## config.mk

```make
export PLATFORM = sky130hd
export DESIGN_NAME = uart_frame_dispatch
export DESIGN_NICKNAME = d
export VERILOG_FILES = /design/src/rtl/uart_frame_dispatch.sv
export SDC_FILE = /design/constraint.sdc
export NUM_CORES = 1
export LEC_CHECK = 0
export ABC_AREA = 1
export BUFFER_PORTS_ARGS = -buffer_cell sky130_fd_sc_hd__buf_2
export CORE_AREA = 4 4 108 110
export DETAILED_ROUTE_END_ITERATION = 8
export DIE_AREA = 0 0 112 114
export GPL_ROUTABILITY_DRIVEN = 0
export PLACE_DENSITY_LB_ADDON = 0.12
export SYNTH_ARGS = -nofsm -noshare
export SYNTH_HDL_FRONTEND = slang
export SYNTH_SLANG_ARGS = --single-unit
```

## constraint.sdc

```tcl
create_clock -name clk -period 4 [get_ports clk]
set_input_delay 0.4 -clock clk [delete_from_list [all_inputs] [get_ports clk]]
set_output_delay 0.4 -clock clk [all_outputs]
set_load 0.02 [all_outputs]
```

## src/rtl/uart_frame_dispatch.sv

```systemverilog
// uart_frame_dispatch: frame hunter behind a UART receiver.
// Frame layout: SYNC, ADDR, LEN, LEN payload bytes, CSUM. The checksum is good when
// ADDR + LEN + payload + CSUM == 0 (mod 256). Payload is forwarded cut-through to
// destination ADDR through a one-entry output register; frames with an illegal
// address are consumed but not forwarded.
// Handshakes: a byte moves on a port only in a cycle where both valid and ready are
// high (rx_valid & rx_ready, dst_valid[k] & dst_ready[k]). A producer holds valid and
// data stable until the transfer happens; ready may change freely.
module uart_frame_dispatch #(
    parameter int          N_DEST      = 4,
    parameter logic [7:0]  SYNC        = 8'hA5,
    parameter int          TIMEOUT_CYC = 8000
) (
    input  logic              clk,
    input  logic              reset,
    input  logic [7:0]        rx_data,
    input  logic              rx_valid,
    output logic              rx_ready,
    output logic [7:0]        dst_data,
    output logic [N_DEST-1:0] dst_valid,
    input  logic [N_DEST-1:0] dst_ready,
    output logic              dst_last,
    output logic              frame_ok,
    output logic              frame_err,
    output logic [1:0]        err_code
);

    localparam int         SEL_W    = (N_DEST > 1) ? $clog2(N_DEST) : 1;
    localparam int         TMO_W    = $clog2(TIMEOUT_CYC + 1);
    localparam logic [7:0] N_DEST_B = 8'(N_DEST);

    typedef enum logic [2:0] {
        S_IDLE, S_ADDR, S_LEN, S_PAYLOAD, S_DISCARD, S_CSUM
    } state_t;

    state_t             state_q, state_d;
    logic [7:0]         sel_q, sel_d;
    logic [7:0]         sum_q, sum_d;
    logic [7:0]         cnt_q, cnt_d;
    logic [TMO_W-1:0]   tmo_q, tmo_d;
    logic               out_full_q, out_full_d;
    logic [SEL_W-1:0]   out_sel_q, out_sel_d;
    logic [7:0]         dst_data_q, dst_data_d;
    logic               dst_last_q, dst_last_d;
    logic               frame_ok_q, frame_ok_d;
    logic               frame_err_q, frame_err_d;
    logic [1:0]         err_code_q, err_code_d;

    logic accept;
    logic drain;
    logic stall;
    logic sel_legal;
    logic tmo_hit;

    // Handshake terms. The output register keeps its own destination so a byte
    // left over from an aborted frame still drains to the right consumer.
    always_comb begin
        drain     = out_full_q & dst_ready[out_sel_q];
        stall     = out_full_q & ~dst_ready[out_sel_q];
        rx_ready  = (state_q == S_PAYLOAD) ? ~stall : 1'b1;
        accept    = rx_valid & rx_ready;
        sel_legal = (sel_q < N_DEST_B);
        tmo_hit   = (state_q != S_IDLE) && !accept && !stall &&
                    (tmo_q == TMO_W'(TIMEOUT_CYC - 1));
    end

    // Next-state, datapath and status logic.
    always_comb begin
        state_d     = state_q;
        sel_d       = sel_q;
        sum_d       = sum_q;
        cnt_d       = cnt_q;
        out_full_d  = out_full_q;
        out_sel_d   = out_sel_q;
        dst_data_d  = dst_data_q;
        dst_last_d  = dst_last_q;
        frame_ok_d  = 1'b0;
        frame_err_d = 1'b0;
        err_code_d  = err_code_q;

        if (drain) begin
            out_full_d = 1'b0;
            dst_last_d = 1'b0;
        end

        if (accept) begin
            case (state_q)
                S_IDLE: begin
                    if (rx_data == SYNC) state_d = S_ADDR;
                end
                S_ADDR: begin
                    sel_d   = rx_data;
                    sum_d   = rx_data;
                    state_d = S_LEN;
                end
                S_LEN: begin
                    cnt_d = rx_data;
                    sum_d = sum_q + rx_data;
                    if (rx_data == 8'h00) state_d = S_CSUM;
                    else if (sel_legal)   state_d = S_PAYLOAD;
                    else                  state_d = S_DISCARD;
                end
                S_PAYLOAD: begin
                    out_full_d = 1'b1;
                    out_sel_d  = sel_q[SEL_W-1:0];
                    dst_data_d = rx_data;
                    dst_last_d = (cnt_q == 8'd1);
                    sum_d      = sum_q + rx_data;
                    cnt_d      = cnt_q - 8'd1;
                    if (cnt_q == 8'd1) state_d = S_CSUM;
                end
                S_DISCARD: begin
                    sum_d = sum_q + rx_data;
                    cnt_d = cnt_q - 8'd1;
                    if (cnt_q == 8'd1) state_d = S_CSUM;
                end
                S_CSUM: begin
                    // An illegal address outranks a checksum failure.
                    if (!sel_legal) begin
                        frame_err_d = 1'b1;
                        err_code_d  = 2'd1;
                    end else if (8'(sum_q + rx_data) == 8'h00) begin
                        frame_ok_d = 1'b1;
                    end else begin
                        frame_err_d = 1'b1;
                        err_code_d  = 2'd2;
                    end
                    state_d = S_IDLE;
                end
                default: state_d = S_IDLE;
            endcase
        end else if (tmo_hit) begin
            frame_err_d = 1'b1;
            err_code_d  = 2'd3;
            state_d     = S_IDLE;
        end
    end

    // Inter-byte timer: cleared by every accept and while idle, frozen while the
    // payload path is back-pressured so a slow consumer never times a frame out.
    always_comb begin
        tmo_d = tmo_q;
        if (accept || (state_q == S_IDLE) || tmo_hit) tmo_d = '0;
        else if (!stall)                              tmo_d = tmo_q + TMO_W'(1);
    end

    // State and datapath registers.
    always_ff @(posedge clk or posedge reset) begin
        if (reset) begin
            state_q     <= S_IDLE;
            sel_q       <= '0;
            sum_q       <= '0;
            cnt_q       <= '0;
            tmo_q       <= '0;
            out_full_q  <= 1'b0;
            out_sel_q   <= '0;
            dst_data_q  <= '0;
            dst_last_q  <= 1'b0;
            frame_ok_q  <= 1'b0;
            frame_err_q <= 1'b0;
            err_code_q  <= '0;
        end else begin
            state_q     <= state_d;
            sel_q       <= sel_d;
            sum_q       <= sum_d;
            cnt_q       <= cnt_d;
            tmo_q       <= tmo_d;
            out_full_q  <= out_full_d;
            out_sel_q   <= out_sel_d;
            dst_data_q  <= dst_data_d;
            dst_last_q  <= dst_last_d;
            frame_ok_q  <= frame_ok_d;
            frame_err_q <= frame_err_d;
            err_code_q  <= err_code_d;
        end
    end

    // Output decode: the one-hot valid follows the output register's destination.
    always_comb begin
        dst_valid = '0;
        if (out_full_q) dst_valid[out_sel_q] = 1'b1;
        dst_data  = dst_data_q;
        dst_last  = dst_last_q;
        frame_ok  = frame_ok_q;
        frame_err = frame_err_q;
        err_code  = err_code_q;
    end

endmodule

```

==> results of run 1 <==
## kinds of logic (layout without fill, tap and decap cells)
group / count (synthesis) / after routing
buffers and inverters: 66 / 99
AO/OA/AOI/OAI: 79 / 79
adder cells (fa/ha/maj): 11 / 11
AND/OR/NAND/NOR: 212 / 212
flip-flops: 56 / 56
XOR/XNOR: 9 / 9
## through the flow
stage	std cells	utilization	hold slack (ns)	power (mW)
6_report	606	0.349	0.183	2.46
3_5_place_dp	598	0.340	0.456	2.14
5_1_grt	606	0.349	0.241	2.71
4_1_cts	606	0.349	0.216	2.50
3_3_place_gp	598	0.340	0.463	2.12
2_1_floorplan	433	-	0.446	1.85
## per-layer routing
metal | vias to the layer above | global-route usage | routed length [um]
met5 | - | 0 | 0
met4 | 0 | 0.0377 | 118
met3 | 9 | 0.0286 | 330
met2 | 49 | 0.213 | 3620
met1 | 1285 | 0.186 | 4220
li1 | 1481 | - | -
## cells in the mapped netlist (2+ instances only)
library cell,instances,area share
nand2_1,111,0.12
dfrtp_1,56,0.42
inv_1,51,0.057
o21ai_0,48,0.072
nor2_1,29,0.033
nand3_1,25,0.037
a21oi_1,13,0.019
nand4_1,12,0.022
nor3_1,12,0.018
ha_1,10,0.037
xor2_1,7,0.018
buf_2,5,0.0075
inv_2,5,0.0056
nand3b_1,5,0.011
o211ai_1,5,0.011
nand2_2,4,0.0075
o21ai_1,4,0.0060
o21ai_2,4,0.010
nand2_8,3,0.018
nor2_2,3,0.0056
or2_2,2,0.0037
xnor2_1,2,0.0052
## worst max-delay path, stage by stage, from the launching register on
cell     delay, ns
dfrtp_1       0.37
ha_1          0.19
inv_1         0.06
fa_1          0.40
inv_1         0.09
nand3_1       0.09
nand2_1       0.08
nand2_1       0.05
nand2_1       0.08
nand3_1       0.08
nor2_1        0.16
nand3_1       0.11
nand2_1       0.12
nand2_1       0.06
nand2_1       0.05
## area by class of cell
type	instances	area, um^2
repair buffers	33	168
clock inverters	2	13.8
inverters	58	225
fillers	1160	6960
multi-input cells	311	1670
well taps	140	175
flip-flops and latches	56	1400
clock buffers	6	82.6
## report_power, final
part / internal, mW / switching (mW) / leakage (nW)
clock network: 0.142 / 0.203 / 0.0516
registers: 0.767 / 0.137 / 0.717
logic: 0.404 / 0.806 / 1.07
total: 1.31 / 1.15 / 1.83
## worst paths after layout
kind	endpoint	slack [ns]	depth (start not counted)
max	err_code[0]	1.97	14
min	tmo_q[0]	0.18	2
max reg2reg	err_code[0]	1.97	14
min reg2reg	err_code[0]	0.47	2
max in group asynchronous	sum_q[0]	2.99	3
min in group clk	cnt_q[1]	0.39	3
## sequential cells by signal, summed over array words and instances (netlist names)
register / count
out_full_q: 1
cnt_q: 8
sum_q: 8
frame_err: 1
out_sel_q: 2
tmo_q: 13
err_code: 2
dst_last: 1
sel_q: 8
dst_data: 8
frame_ok: 1
state_q: 3
==> impl_results.md, run 1 <==
* Vias per cell at 4.66
* Ant diodes at 0
* Max-cap viol count at 0
* Area Growth Syn to Fin at 11.7%
* H-tree depth at 2
* Initial Util at 0.312
* Crit path launch: sum_q[0]
* Routed via count at 2,824
* DR iter-0 viols at 124
* Routed Wire Length at 8290 um
* Post-Syn Area per Cell at 7.72 um^2
* Leakage power at 1.83 nW
* Post-CTS sizing at 0
* DRT Pass-1 Iters at 4
* Post-synth ARST share at 1.00
* Count of final max-slew check failures at 0
* First-pass GRT wire length at between 10,000 and 15,000 um
* Seq/Total Area, Yosys at 0.419
* RSZ-0062 raised after global routing: false
* Antenna Nets Post-Route at 0
* Ys flop type: dfrtp_1
* Worst r2r src: sum_q[0]
* Clock sinks at 56
* Largest net degree at the start of global routing at 34
* P per Cell Area at between 600 and 700 nW/um^2
* Crit path capture type: register
* Die Wd at 112 um
* Final Instance Area at around 3700 um^2
* Final critical-path share of the clock period at 0.508
* Critical path class: reg -> reg
* Minimum setup slack in the final design at 1.97 ns
* CTS tree: done
* Required @ worst endpoint at around 4.3 ns
* Clock skew at 0.0114 ns
* DP Area at 3640 um^2
* Leading cell type in the layout, fill and taps excluded: nand2_1
* Worst-Margin Slew at 0.736 ns
* Vias in the first global route at 2,710
* Post-synth cell types at 39
* Layout net count at 491
* Wirelength per Cell at 13.7 um
* HPWL after DPL at 6240 um
* Slew HR at 0.509
* Ys Warns at 0
* DR DRC count at 0
* Root Buffer Master: clkbuf_8
* FMAX at 493 MHz
* Post-synth EDFFs at 0
* Crit-path max FO at 3
* Die Area at 12,800 um^2
* Post-synthesis compound-gate area fraction at 0.130
* Simple-Gate Fraction of Synth Area at 0.302
* Syn nets at 459
* Most frequent cells in the layout: nand2_1 (111), dfrtp_1 (56), inv_1 (50)
* Mux cell area share after synthesis at 0
* Synth Cell Area at 3340 um^2
* PortBufs at 32
* Final setup fails at 0
* Top-level I/O count at 33
* Clk_lat worst skew at 0.32 ns
* Dpl ws at 1.83 ns
* CTS clk-pin slew, worst paths at 0.11 ns
* GRT Residual Overflow at 0
* # hold bufs at CTS at 0
* Largest family of logic cells by synthesized area: simple AND/OR/NAND/NOR gates
* Final Hold Fails at 0
* CTS Buf Count at 5
* Yosys reg bits at 56
* Arr. time, crit path at 2.29 ns
* Status: complete, no violations
* # rows at 38
* Post CTS Setup Buffer Count at 0
* Min Tclk post-route at 2.03 ns
* Layout cells sized above 1 at 0.150
* Total Routing Usage GR at 0.134
* Core Area at between 10,000 and 15,000 um^2
* Die height at about 110 um
* Post-Route Setup TNS at 0 ns
* Startpoint type of the worst setup path: register
* Adder-cell share of the synthesized area at 0.0434
* Synth Area in XOR/XNOR at 0.0236
* Maximum clock path buffer count at 2
* Gate Count Post-Synth at 433
* Maximum VDD drop at 248 uV
* Initial antenna violation count at 0
* Hold crit path type: in -> async
No activity file was read; power rests on OpenSTA's default activity.
==> inputs of run 2 (changes only) <==
clock period = 1.7 ns   (was 4 ns; I/O delays follow)
==> impl_results.md, run 2 (synthesis gave the netlist of run 1 again) <==
* Status: finished, violations left
* Failing checks: setup timing
* DR iter-0 viols at 99
* Initial Util at 0.312
* Die Area at approximately 13,000 um^2
* Slew HR at 0.705
* Maximum VDD drop at ~570 uV
* # rows at 38
* RSZ-0062 raised after global routing: true
* Flop2flop setup slack at -0.15 ns
* Final critical-path share of the clock period at 1.09
* Vias per cell at 4.73
* Leakage power at around 2.2 nW
* Largest Register: tmo_q
* Required @ worst endpoint at 1.96 ns
* Worst-Margin Slew at approximately 0.44 ns
* Core Area at 10,700 um^2
* Final setup fails at 26
* Total Routing Usage GR at 0.139
* Initial antenna violation count at 0
* Clock skew at 0.0106 ns
* Routed Wire Length at 9210 um
* Clk_lat worst skew at 0.32 ns
* Arr. time, crit path at 2.11 ns
* Min Tclk post-route at 1.85 ns
* Layout net count at between 500 and 600
* Antenna Nets Post-Route at 0
* Maximum clock path buffer count at 2
* Top-level I/O count at 33
* Leading cell type in the layout, fill and taps excluded: nand2_1
* CP max stage delay at 0.52 ns
* RR Endpoint: err_code[1]
* HPWL after DPL at 6580 um
* Post-Route Setup TNS at -1.01 ns
* Worst r2r path cells at 11
* Startpoint type of the worst setup path: register
* Clock sinks at 56
* Final Instance Area at 4700 um^2
* Vias in the first global route at 3,067
* Finished Layout Cells at 663
* Crit path capture type: register
* Largest net degree at the start of global routing at 32
* Area Growth Syn to Fin at 40.5%
* CTS clk-pin slew, worst paths at roughly 0.1 ns
* Die height at 114 um
* Routed via count at 3,139
* Hold Path Sink: sum_q[7]
* Root Buffer Master: clkbuf_8
* P per Cell Area at approximately 1600 nW/um^2
* Layout cells sized above 1 at 0.375
* CTS tree: done
* Most frequent cells in the layout: nand2_1 (84), dfrtp_1 (56), inv_1 (46)
* Minimum setup slack in the final design at -0.155 ns
* DRT Pass-1 Iters at 4
* Final Hold Fails at 0
* First-pass GRT wire length at 14,700 um
* Critical-path top delay cell: fa_2
* Fill cells at 1,110
* DP Area at 4000 um^2
* GRT Residual Overflow at 0
* Die Wd at 112 um
* Critical path class: reg -> reg
* PortBufs at 32
* FMAX at 539 MHz
* DR DRC count at 0
* Placed insts at 640
* CTS Buf Count at 5
* Hold Startpoint: rx_data[7]
* Wirelength per Cell at 13.9 um
* Max FFs per register at 13
* Ant diodes at 0
* Max-cap viol count at 0
* Hold path cells at 3
* Count of final max-slew check failures at 0
* Crit-path max FO at 3
* H-tree depth at 2
* Hold crit path type: in -> reg
* Critical Path, Cell by Cell: ha_2, inv_2, fa_2, inv_2, nor3_2, nand3_2, nor2_4, nand3_2, nand2_2, nand2_1, nand2_1
* Worst r2r src: sum_q[0]
## run 2: changes by cell type in the layout (fill, tap and decap cells not counted), moves of 5 or more
cell	delta
nand2_1	-27
nor2_4	+6
o21ai_2	+7
nand2_2	+20
nor2_1	-9
o21ai_1	+15
nand3_1	-8
nand2_4	+5
buf_4	+42
nand3_2	+8
o21ai_0	-24
ha_1	-5
## run 2: metal layers
layer / wire length [um] / part of all wire / global-route usage / vias to the layer above
li1: - / - / - / 1603
met1: 4330 / 0.47 / 0.181 / 1501
met2: 4590 / 0.50 / 0.244 / 30
met3: 203 / 0.022 / 0.0228 / 5
met4: 85 / 0.0092 / 0.0313 / 0
met5: 0 / 0 / 0 / -
## run 2: power breakdown
| part | leakage [nW] | total [mW] | switching [mW] | internal [mW] |
|---|---|---|---|---|
| registers | 0.717 | 2.21 | 0.398 | 1.81 |
| logic | 1.44 | 4.22 | 2.40 | 1.82 |
| clock network | 0.0614 | 0.955 | 0.472 | 0.483 |
| total | 2.22 | 7.38 | 3.27 | 4.11 |
## run 2: worst max-delay path by stage
stage	from	endpoint	slack, ns	cells past startpoint
2_1_floorplan	sum_q[0]	err_code[0]	-0.07	11
3_3_place_gp	sum_q[0]	err_code[1]	-0.18	11
3_5_place_dp	sum_q[0]	err_code[0]	-0.21	11
4_1_cts	sum_q[0]	err_code[0]	-0.19	11
5_1_grt	sum_q[0]	err_code[0]	-0.28	11
6_report	sum_q[0]	err_code[1]	-0.15	11
## run 2: worst max-delay path, delay by kind of cell, from the launching register on
kind | cells | cell delay, ns
adders and majority gates | 2 | 0.71
and+or+nand+nor | 7 | 0.64
DFF | 1 | 0.37
buffers and inverters | 2 | 0.08
## run 2: what timing repair did
| action | 4_1_cts | 5_1_grt |
|---|---|---|
| setup buffers | 2 | 8 |
| resized for setup | 5 | 118 |
| setup endpoints to repair | 6 | 32 |
| endpoints found under the hold margin | 17 | 0 |
| pin swaps | 6 | 26 |
| hold buffers | 1 | 0 |
| cloned | 0 | 5 |
## run 2: metrics by stage
stage          total power [mW]  utilization  hold WS [ns]  setup WS [ns]
2_1_floorplan              4.37            -         0.333        -0.0672
3_3_place_gp               5.45        0.374         0.201         -0.175
3_5_place_dp               5.50        0.374         0.206         -0.211
4_1_cts                    6.56        0.390         0.203         -0.195
5_1_grt                    8.02        0.439         0.229         -0.281
6_report                   7.38        0.439         0.215         -0.155
## run 2: cell type report
| type | count | area (um^2) | area share |
|---|---|---|---|
| repair buffers | 88 | 718 | 0.153 |
| well taps | 140 | 175 | 0.0373 |
| inverters | 58 | 243 | 0.0517 |
| repair inverters | 1 | 16.3 | 0.00346 |
| flip-flops and latches | 56 | 1400 | 0.298 |
| multi-input cells | 312 | 2020 | 0.430 |
| clock buffers | 6 | 82.6 | 0.0176 |
| clock inverters | 2 | 38.8 | 0.00826 |
